===== config.mk =====
export PLATFORM = sky130hd
export DESIGN_NAME = servo_slew_ctrl
export DESIGN_NICKNAME = d
export VERILOG_FILES = /design/src/rtl/servo_slew_pkg.sv /design/src/rtl/servo_slew_channel.sv /design/src/rtl/servo_slew_ctrl.sv
export SDC_FILE = /design/constraint.sdc
export NUM_CORES = 1
export LEC_CHECK = 0
export CORE_MARGIN = 4
export CORE_UTILIZATION = 46
export CTS_CLUSTER_SIZE = 28
export DETAILED_ROUTE_END_ITERATION = 8
export GPL_TIMING_DRIVEN = 1
export HOLD_SLACK_MARGIN = 0.03
export PLACE_DENSITY = 0.66
export RECOVER_POWER = 25
export SLEW_MARGIN = 5
export SYNTH_ARGS = -nofsm -noshare
export SYNTH_HDL_FRONTEND = slang
export SYNTH_SLANG_ARGS = --single-unit

===== constraint.sdc =====
create_clock -name iClk -period 12.8 [get_ports iClk]
set_input_delay 3.2 -clock iClk [delete_from_list [all_inputs] [get_ports iClk]]
set_output_delay 3.2 -clock iClk [all_outputs]
set_load 0.02 [all_outputs]

===== src/rtl/servo_slew_pkg.sv =====
// Shared types and helpers for the servo slew limiter (servo_slew_ctrl, servo_slew_channel).
package servo_slew_pkg;

    typedef enum logic [1:0] {
        ST_IDLE   = 2'd0,
        ST_MOVE   = 2'd1,
        ST_SETTLE = 2'd2
    } slew_state_e;

    localparam logic DIR_UP = 1'b1;
    localparam logic DIR_DN = 1'b0;

    // Dwell counter must hold SETTLE_TICKS-1; keep at least one bit for the degenerate case.
    function automatic int dwell_width(input int settle_ticks);
        return (settle_ticks > 1) ? $clog2(settle_ticks) : 1;
    endfunction

    function automatic int unsigned clamp_angle(input int unsigned a,
                                                input int unsigned lo,
                                                input int unsigned hi);
        if (a < lo) return lo;
        if (a > hi) return hi;
        return a;
    endfunction

endpackage


===== src/rtl/servo_slew_channel.sv =====
// One servo channel: clamp target, step angle toward it on rate ticks, dwell, then report done.
// SERVO_SLEW_ACCEL_EN adds a per-tick step ramp from STEP up to MAX_STEP.
module servo_slew_channel
    import servo_slew_pkg::*;
#(
    parameter int ANGLE_W      = 8,
    parameter int MIN_ANGLE    = 0,
    parameter int MAX_ANGLE    = 180,
    parameter int RESET_ANGLE  = 90,
    parameter int STEP         = 1,
`ifdef SERVO_SLEW_ACCEL_EN
    parameter int MAX_STEP     = 4,
`endif
    parameter int SETTLE_TICKS = 8
) (
    input  logic               iClk,
    input  logic               iRst,
    input  logic               iTick,
    input  logic               iEn,
    input  logic [ANGLE_W-1:0] iTarget,
    output logic [ANGLE_W-1:0] oAngle,
    output logic               oMoving,
    output logic               oDone
);

    localparam int              DW         = dwell_width(SETTLE_TICKS);
    localparam logic [DW-1:0]   DWELL_LAST = DW'(SETTLE_TICKS - 1);
    localparam logic [DW-1:0]   DWELL_ONE  = DW'(1);
    localparam logic [ANGLE_W:0] STEP_W    = (ANGLE_W+1)'(STEP);

    slew_state_e        r_state;
    logic [ANGLE_W-1:0] r_angle;
    logic [DW-1:0]      r_dwell;
    logic               r_moving;
    logic               r_done;

    logic [ANGLE_W-1:0] w_tgt;
    logic [ANGLE_W:0]   w_diff;
    logic [ANGLE_W:0]   w_mag;
    logic [ANGLE_W:0]   w_step;
    logic [ANGLE_W:0]   w_delta;
    logic               w_dir;
    logic               w_land;
    logic [ANGLE_W-1:0] w_next_angle;

    assign w_tgt  = ANGLE_W'(clamp_angle(32'(iTarget), MIN_ANGLE, MAX_ANGLE));

    // One extra bit so the sign of tgt-ang survives at both ends of the angle range.
    assign w_diff = {1'b0, w_tgt} - {1'b0, r_angle};
    assign w_dir  = w_diff[ANGLE_W] ? DIR_DN : DIR_UP;
    assign w_mag  = w_diff[ANGLE_W] ? ({1'b0, r_angle} - {1'b0, w_tgt}) : w_diff;

`ifdef SERVO_SLEW_ACCEL_EN
    localparam logic [ANGLE_W:0] MAX_STEP_W = (ANGLE_W+1)'(MAX_STEP);
    localparam logic [ANGLE_W:0] STEP_ONE   = (ANGLE_W+1)'(1);

    logic [ANGLE_W:0] r_step;
    logic             r_dir;

    // A reversal restarts the ramp on the very step that changes direction.
    assign w_step = (w_dir != r_dir) ? STEP_W : r_step;
`else
    assign w_step = STEP_W;
`endif

    assign w_delta      = (w_mag < w_step) ? w_mag : w_step;
    assign w_land       = (w_delta == w_mag);
    assign w_next_angle = (w_dir == DIR_UP) ? (r_angle + w_delta[ANGLE_W-1:0])
                                            : (r_angle - w_delta[ANGLE_W-1:0]);

    always_ff @(posedge iClk) begin
        if (iRst) begin
            r_state  <= ST_IDLE;
            r_angle  <= ANGLE_W'(RESET_ANGLE);
            r_dwell  <= '0;
            r_moving <= 1'b0;
            r_done   <= 1'b0;
`ifdef SERVO_SLEW_ACCEL_EN
            r_step   <= STEP_W;
            r_dir    <= DIR_UP;
`endif
        end else begin
            // NOTE: these defaults are overridden by any later non-blocking assignment in this
            // block, so the flags always describe the state being entered, never a stale one.
            r_moving <= (r_state == ST_MOVE);
            r_done   <= (r_state == ST_IDLE);
            if (iEn) begin
                case (r_state)
                    ST_IDLE: begin
                        if (w_tgt != r_angle) begin
                            r_state  <= ST_MOVE;
                            r_moving <= 1'b1;
                            r_done   <= 1'b0;
                        end
                    end
                    ST_MOVE: begin
                        if (iTick) begin
                            r_angle <= w_next_angle;
`ifdef SERVO_SLEW_ACCEL_EN
                            r_step  <= (w_step >= MAX_STEP_W) ? MAX_STEP_W : (w_step + STEP_ONE);
                            r_dir   <= w_dir;
`endif
                            if (w_land) begin
                                r_state  <= ST_SETTLE;
                                r_dwell  <= '0;
                                r_moving <= 1'b0;
`ifdef SERVO_SLEW_ACCEL_EN
                                r_step   <= STEP_W;
`endif
                            end
                        end else if (w_tgt == r_angle) begin
                            r_state  <= ST_SETTLE;
                            r_dwell  <= '0;
                            r_moving <= 1'b0;
`ifdef SERVO_SLEW_ACCEL_EN
                            r_step   <= STEP_W;
`endif
                        end
                    end
                    ST_SETTLE: begin
                        if (w_tgt != r_angle) begin
                            r_state  <= ST_MOVE;
                            r_dwell  <= '0;
                            r_moving <= 1'b1;
                        end else if (iTick) begin
                            if (r_dwell == DWELL_LAST) begin
                                r_state <= ST_IDLE;
                                r_dwell <= '0;
                                r_done  <= 1'b1;
                            end else begin
                                r_dwell <= r_dwell + DWELL_ONE;
                            end
                        end
                    end
                    default: begin
                        r_state <= ST_IDLE;
                    end
                endcase
            end
        end
    end

    assign oAngle  = r_angle;
    assign oMoving = r_moving;
    assign oDone   = r_done;

endmodule


===== src/rtl/servo_slew_ctrl.sv =====
// Multi-channel servo slew-rate limiter: shared rate tick plus NUM_CH independent channels.
// Optional SERVO_SLEW_ACCEL_EN enables the accelerating step ramp in every channel.
module servo_slew_ctrl
    import servo_slew_pkg::*;
#(
    parameter int NUM_CH       = 6,
    parameter int ANGLE_W      = 8,
    parameter int MIN_ANGLE    = 0,
    parameter int MAX_ANGLE    = 180,
    parameter int RESET_ANGLE  = 90,
    parameter int STEP         = 1,
`ifdef SERVO_SLEW_ACCEL_EN
    parameter int MAX_STEP     = 4,
`endif
    parameter int TICK_W       = 22,
    parameter int SETTLE_TICKS = 8
) (
    input  logic                        iClk,
    input  logic                        iRst,
    input  logic [1:0]                  iSpeed,
    input  logic [NUM_CH-1:0]           iEn,
    input  logic [NUM_CH*ANGLE_W-1:0]   iTarget,
    output logic [NUM_CH*ANGLE_W-1:0]   oAngle,
    output logic [NUM_CH-1:0]           oMoving,
    output logic [NUM_CH-1:0]           oDone,
    output logic                        oTick
);

    localparam logic [TICK_W:0] ACC_ONE = (TICK_W+1)'(1);

    logic [TICK_W-1:0] r_acc;
    logic              r_tick;
    logic [TICK_W:0]   w_acc_sum;

    // The carry out of the accumulator is the rate tick; faster speeds wrap sooner.
    assign w_acc_sum = {1'b0, r_acc} + (TICK_W+1)'(iSpeed) + ACC_ONE;

    always_ff @(posedge iClk) begin
        if (iRst) begin
            r_acc  <= '0;
            r_tick <= 1'b0;
        end else begin
            r_acc  <= w_acc_sum[TICK_W-1:0];
            r_tick <= w_acc_sum[TICK_W];
        end
    end

    assign oTick = r_tick;

    for (genvar g = 0; g < NUM_CH; g++) begin : g_ch
        servo_slew_channel #(
            .ANGLE_W      (ANGLE_W),
            .MIN_ANGLE    (MIN_ANGLE),
            .MAX_ANGLE    (MAX_ANGLE),
            .RESET_ANGLE  (RESET_ANGLE),
            .STEP         (STEP),
`ifdef SERVO_SLEW_ACCEL_EN
            .MAX_STEP     (MAX_STEP),
`endif
            .SETTLE_TICKS (SETTLE_TICKS)
        ) u_ch (
            .iClk    (iClk),
            .iRst    (iRst),
            .iTick   (r_tick),
            .iEn     (iEn[g]),
            .iTarget (iTarget[g*ANGLE_W +: ANGLE_W]),
            .oAngle  (oAngle[g*ANGLE_W +: ANGLE_W]),
            .oMoving (oMoving[g]),
            .oDone   (oDone[g])
        );
    end

endmodule


==> impl_metrics.py, run 1 <==
metrics = {
    "logic_synthesis": {
        "yosys_warnings": 0,
        "synthTopCellsByArea": "ha_1 (19%), dfxtp_1 (18%), a21oi_1 (5.3%)",
        "syn_avg_cell_area_um2": 7.54,
        "synth_edf_count": 0,
        "synthFlopType": "dfxtp_1",
        "yosysMostFrequentCell": "ha_1",
        "netlist_area_um2": 12700,
        "ys_seq_area_frac": 0.178,
        "yosysUniqueCellTypes": 78,
        "synth-async-reset-ratio": 0,
        "synth_top_cell_by_area": "ha_1",
        "yosysTopAreaCellShare": 0.190,
        "syn_inst": 1686,
        "synth_commonest_cells": "ha_1 (193), nand2_1 (173), inv_1 (169), a21oi_1 (135), nor2_1 (126)",
        "ys_ff_latch": 113,
    },
    "route": {
        "first_pass_iters": 5,
        "wl_per_cell_um": 14.7,
        "vias_per_cell": 5.57,
        "drc": 0,
        "drt_first_iter_violations": 807,
        "totalWireLength_mm": 31.4,
        "num_vias": 11900,
        "ant_nets": 0,
    },
    "run": {
        "drv_cap": 2,
    },
    "power_and_ir_drop": {
        "power_density_nw_per_um2": 80.6,
        "leakagePower_nw": 6.77,
        "power_mw": 1.18,
        "ir_drop_mv": 0.0644,
    },
    "sta": {
        "fmaxAchievable_mhz": 108,
        "finalSetupViolCount": 0,
        "hold_viol": 0,
        "timing.final.max_slew_violations": 91,
        "rsz0062_at_grt": "false",
        "skew_ns": 0.00803,
        "final.setup.tns_ns": 0,
        "period_share": 0.725,
        "worstMarginPinSlew_ns": 2.80,
        "finalWorstSetupSlack_ns": 3.52,
        "timing.slew.headroom": -0.866,
        "period_minus_slack_ns": 9.28,
    },
    "clocking": {
        "clkTransAtPathRegs_ns": 0.05,
        "post_cts.repair.setup_buffers": 0,
        "cts_tree": "yes",
        "clockRootBuffer": "clkbuf_16",
        "cts-hold-fix-buffers": 0,
        "cts_resized": 0,
        "clock_sinks": 113,
        "h-tree-depth": 4,
        "cts_buffers": 17,
        "clock_latency_ns": 0.41,
        "clockBufferDepth": 2,
    },
    "floorplanning": {
        "ioPinCount": 119,
        "initial_core_util": 0.469,
        "core_area_um2": 27100,
        "die_w_um": 174,
        "num_rows": 60,
        "die-height_um": 174,
        "die_area_um2": 30400,
    },
    "outcome": {
        "status": "finished, violations left",
        "violations": "capacitance limit, slew limit",
    },
    "finish": {
        "area_growth_pct": 15.5,
        "fin_nets": 2028,
        "antenna_cells": 0,
        "drive_gt1_frac": 0.0367,
    },
    "setup_path": {
        "cp-end-kind": "flip-flop",
        "r2r_start": "g_ch[4].u_ch.oAngle[5]",
        "cp-start-kind": "primary input",
        "crit_start": "iTarget[9]",
        "cp_data_arrival_time_ns": 9.57,
        "cp_max_fo": 14,
        "critPathKind": "primary input to flip-flop",
        "required_ns": 13.10,
    },
    "global_route": {
        "busiest_layer": "met2",
        "gr-usage-met3": 0.0322,
        "use_met2": 0.330,
        "grt_pass1_vias": 11100,
        "grt_pass1_wl_mm": 52.5,
        "overflow": 0,
        "antenna_found_initial": 0,
        "grt_max_degree": 59,
        "track_usage": 0.201,
        "use_met1": 0.280,
    },
    "placement": {
        "dpl.hpwl_mm": 24.7,
        "gp_congestion": 0.906,
        "dp_slack_ns": 3.13,
        "port_buffers": 118,
    },
    "worst_hold_path": {
        "worstHoldPathType": "flip-flop to flip-flop",
        "hp-start": "g_ch[3].u_ch.r_dwell[2]",
    },
}
==> worst paths after layout <==
path                             end  slack (ns)  cells after the start
max           g_ch[1].u_ch.oAngle[7]        3.52                     26
min          g_ch[3].u_ch.r_dwell[2]        0.46                      2
max reg2reg   g_ch[4].u_ch.oAngle[7]        7.22                     23
min reg2reg  g_ch[3].u_ch.r_dwell[2]        0.46                      2
==> registers in the layout, summed over array words and instances, names as in the netlist <==
name / count
oTick: 1
g_ch.u_ch.r_state: 12
r_acc: 22
g_ch.u_ch.oMoving: 6
g_ch.u_ch.r_dwell: 18
g_ch.u_ch.oAngle: 48
g_ch.u_ch.oDone: 6
==> area by class of cell <==
cell class,instances,area [µm²]
clock buffer,19,443
tap,372,465
multi-input combinational,1336,9500
inverter,169,634
sequential,113,2260
fill,2599,12400
timing repair buffer,121,1190
clock inverter,13,186
==> kinds of logic after synthesis <==
family / synth area share
other: 0.000295
adder cells (fa/ha/maj): 0.220
XOR/XNOR: 0.0448
multiplexers: 0.0208
AND/OR/NAND/NOR: 0.222
flip-flops: 0.178
buffers and inverters: 0.0766
AO/OA/AOI/OAI: 0.238
==> metal layers <==
layer | wire (µm) | part of all wire
met3 | 1180 | 0.038
met5 | 0 | 0
met1 | 15600 | 0.50
met4 | 384 | 0.012
met2 | 14300 | 0.45
==> critical path: stages <==
cell and delay (ns):
clkdlybuf4s50_1 0.41, o21ai_0 0.19, a21oi_1 0.10, o21ai_0 0.54
nand2b_1 0.16, ha_1 0.40, a21oi_1 0.19, o21ai_0 0.17
a21oi_1 0.75, nor3_1 0.17, o21a_1 0.23, nor4_2 0.48
nand3_1 0.24, inv_1 0.10, ha_1 0.22, nand2b_1 0.12
ha_1 0.24, nor2b_1 0.12, o21ai_0 0.19, a21boi_0 0.14
o21ai_0 0.23, a211o_1 0.23, nor4_1 0.06, a311oi_1 0.28
nand3_1 0.12, mux2_2 0.28
==> per-stage QoR <==
| step | utilization | instance area [µm²] | hold slack [ns] | cells |
|---|---|---|---|---|
| 2_1_floorplan | - | 12700 | 0.436 | 1691 |
| 3_3_place_gp | 0.519 | 14100 | 0.444 | 2111 |
| 3_5_place_dp | 0.519 | 14100 | 0.452 | 2111 |
| 4_1_cts | 0.542 | 14700 | 0.461 | 2143 |
| 5_1_grt | 0.542 | 14700 | 0.470 | 2143 |
| 6_report | 0.542 | 14700 | 0.458 | 2143 |
==> placed cells by master, fill, tap and decap left out, types with 22 or more instances in the layout <==
| cell | netlist | layout |
|---|---|---|
| xor2_1 | 36 | 36 |
| a21oi_1 | 135 | 135 |
| nand4_1 | 23 | 23 |
| xnor2_1 | 29 | 29 |
| nand2b_1 | 60 | 60 |
| nor3_1 | 29 | 29 |
| nor2_1 | 126 | 126 |
| dlygate4sd3_1 | 0 | 35 |
| nand2_1 | 173 | 173 |
| ha_1 | 193 | 193 |
| dfxtp_1 | 113 | 113 |
| a21o_1 | 26 | 26 |
| o211ai_1 | 22 | 22 |
| inv_1 | 169 | 169 |
| o21ai_0 | 101 | 101 |
| nand3_1 | 33 | 33 |
| a211oi_1 | 39 | 39 |
| clkdlybuf4s50_1 | 0 | 82 |
==> power by group <==
| group | switching (mW) | leakage (nW) | total, mW | internal [mW] |
|---|---|---|---|---|
| Clock | 0.174 | 0.295 | 0.505 | 0.331 |
| Combinational | 0.178 | 5.56 | 0.311 | 0.132 |
| Sequential | 0.00727 | 0.917 | 0.368 | 0.361 |
| Total | 0.360 | 6.77 | 1.18 | 0.824 |
No activity file was read; power rests on OpenSTA's default activity.
==> inputs of run 2 (changes only) <==
PLACE_DENSITY = 0.69   (was 0.66)
clock period = 7.6 ns   (was 12.8 ns; I/O delays follow)
==> run 2 against run 1 <==
  * The run now ends clean
  * Largest power group unchanged
  * Global-route usage is 0.69 points higher
  * Combinational power is 73% higher
  * Register-to-register slack worse by 4.9 ns
  * Clock skew is 0.0028 ns higher
  * Critical path depth is 2 higher
  * Utilization is 0.89 points higher
  * Non-clock buffer count is 33 higher
  * Sequential share of layout area is 0.25 points lower
  * Sequential cell count stayed put
  * Die area stayed put
  * Sequential power is 68% higher
==> impl_metrics.py, run 2 (synthesis results as in run 1) <==
metrics = {
    "sta": {
        "worstMarginPinSlew_ns": 0.841,
        "timing.slew.headroom": 0.439,
        "finalSetupViolCount": 0,
        "period_minus_slack_ns": 7.22,
        "timing.final.max_slew_violations": 0,
        "finalWorstSetupSlack_ns": 0.375,
        "skew_ns": 0.0108,
        "period_share": 0.951,
        "fmaxAchievable_mhz": 138,
        "hold_viol": 0,
        "rsz0062_at_grt": "false",
    },
    "setup_path": {
        "required_ns": 7.94,
        "worst-path-stages": 28,
        "r2r_start": "g_ch[4].u_ch.oAngle[7]",
        "cp_top_family": "compound AO/OA/AOI/OAI gates",
        "max_stage_delay_ns": 0.53,
        "critical-path-slowest-cell": "or4_1",
        "cp-start-kind": "primary input",
        "cp-end-kind": "flip-flop",
        "critPathKind": "primary input to flip-flop",
        "cp_data_arrival_time_ns": 7.57,
        "ff2ff_path_depth": 23,
        "crit_buf_inv": 4,
        "crit_start": "iTarget[32]",
        "crit_end": "g_ch[4].u_ch.oAngle[7]",
        "rrSetupSlack_ns": 2.31,
        "reg2reg_to": "g_ch[4].u_ch.oAngle[7]",
        "cp_max_fo": 14,
    },
    "clocking": {
        "cts_buffers": 17,
        "post_cts.repair.setup_buffers": 0,
        "clock_latency_ns": 0.42,
        "cts_tree": "yes",
        "clock_sinks": 113,
        "clockRootBuffer": "clkbuf_16",
        "clockBufferDepth": 2,
        "h-tree-depth": 4,
        "clkTransAtPathRegs_ns": 0.05,
        "cts-hold-fix-buffers": 0,
    },
    "power_and_ir_drop": {
        "power_report.internal_total_mw": 1.36,
        "power_density_nw_per_um2": 134,
        "power_switching_mw": 0.633,
        "leakagePower_nw": 6.93,
        "combPwrFrac": 0.270,
        "clkPwrFrac": 0.419,
        "ir_drop_mv": 0.120,
        "power_mw": 1.99,
        "switching_share": 0.317,
        "pwr-share-seq": 0.311,
    },
    "finish": {
        "final_common_cell": "ha_1",
        "fin_util": 0.551,
        "antenna_cells": 0,
        "area_growth_pct": 17.4,
        "fin_nets": 2061,
        "drive_gt1_frac": 0.0565,
        "most-common-layout-cells": "ha_1 (193), nand2_1 (173), inv_1 (169), a21oi_1 (135), nor2_1 (126)",
        "largest_reg_flops": 48,
        "final_cell_area_um2": 14900,
    },
    "worst_hold_path": {
        "worstHoldPathType": "flip-flop to flip-flop",
    },
    "route": {
        "ant_nets": 0,
        "drt_first_iter_violations": 737,
        "drc": 0,
        "totalWireLength_mm": 32.1,
        "num_vias": 12100,
        "vias_per_cell": 5.55,
        "wl_per_cell_um": 14.8,
        "first_pass_iters": 5,
    },
    "global_route": {
        "grt_max_degree": 74,
        "grt_pass1_wl_mm": 54.4,
        "grt_pass1_vias": 11700,
        "track_usage": 0.208,
        "antenna_found_initial": 0,
        "overflow": 0,
    },
    "floorplanning": {
        "core_area_um2": 27100,
        "ioPinCount": 119,
        "die_w_um": 174,
        "num_rows": 60,
        "die-height_um": 174,
        "initial_core_util": 0.469,
        "die_area_um2": 30400,
    },
    "placement": {
        "port_buffers": 118,
        "dpl.hpwl_mm": 24.9,
        "dp_slack_ns": -0.0688,
        "gp_congestion": 0.940,
        "place_area_um2": 14300,
    },
    "outcome": {
        "status": "finished, final reports clean",
    },
    "run": {
        "drv_cap": 0,
    },
}
## run 2: changes by cell type in the layout (fill, tap and decap cells not counted), sizes merged
cell,before,now
buf,2,37
clkinv,5,8
clkbuf,21,17
bufinv,4,3
clkinvlp,4,1
clkdlybuf4s50,82,81
dlygate4sd3,35,36
inv,169,172
## run 2: worst min-delay path: stages, from the launching register on
cell	delay (ns)
dfxtp_1	0.31
nand2_1	0.05
a21oi_1	0.05
## run 2: layout make-up
type                    count  area [µm²]
clock buffers              17         425
inverters                 169         634
clock inverters            15         183
fillers                  2577       12200
well taps                 372         465
repair buffers            154        1450
multi-input cells        1336        9500
flip-flops and latches    113        2260
## run 2: per-stage QoR
| step | hold slack [ns] | setup TNS [ns] | std cells |
|---|---|---|---|
| floorplan | 0.436 | 0 | 1691 |
| global placement | 0.445 | 0 | 2144 |
| detailed placement | 0.455 | -0.126 | 2144 |
| CTS | 0.463 | 0 | 2176 |
| global route | 0.486 | 0 | 2176 |
| finish | 0.458 | 0 | 2176 |
## run 2: worst min-delay path by stage
stage | to | depth (start not counted) | startpoint
2_1_floorplan | g_ch[3].u_ch.r_dwell[1] | 2 | g_ch[3].u_ch.r_dwell[1]
3_3_place_gp | g_ch[3].u_ch.r_dwell[1] | 2 | g_ch[3].u_ch.r_dwell[1]
3_5_place_dp | g_ch[3].u_ch.r_dwell[2] | 2 | g_ch[3].u_ch.r_dwell[2]
4_1_cts | g_ch[3].u_ch.r_dwell[2] | 2 | g_ch[3].u_ch.r_dwell[2]
5_1_grt | g_ch[3].u_ch.r_dwell[2] | 2 | g_ch[3].u_ch.r_dwell[2]
6_report | g_ch[3].u_ch.r_dwell[2] | 2 | g_ch[3].u_ch.r_dwell[2]
## run 2: what timing repair did
item | CTS | global route
gates resized for setup | 0 | 7
hold endpoints to repair | 0 | 0
endpoints found under the setup margin | 0 | 3
## run 2: power groups by stage
| stage | clock network (mW) | registers (mW) | logic (mW) |
|---|---|---|---|
| after global routing | 0.884 | 0.622 | 0.605 |
| after detailed placement | 0 | 0.633 | 0.532 |
| after floorplan | 0 | 0.628 | 0.397 |
| final | 0.836 | 0.620 | 0.538 |
| after CTS | 0.854 | 0.620 | 0.537 |
| after global placement | 0 | 0.633 | 0.525 |
## run 2: metal layers
metal | track usage | wire length (µm) | vias to the layer above
li1 | - | - | 6136
met1 | 0.275 | 15400 | 5622
met2 | 0.355 | 14900 | 277
met3 | 0.0339 | 1300 | 44
met4 | 0.0501 | 538 | 0
met5 | 0 | 0 | -
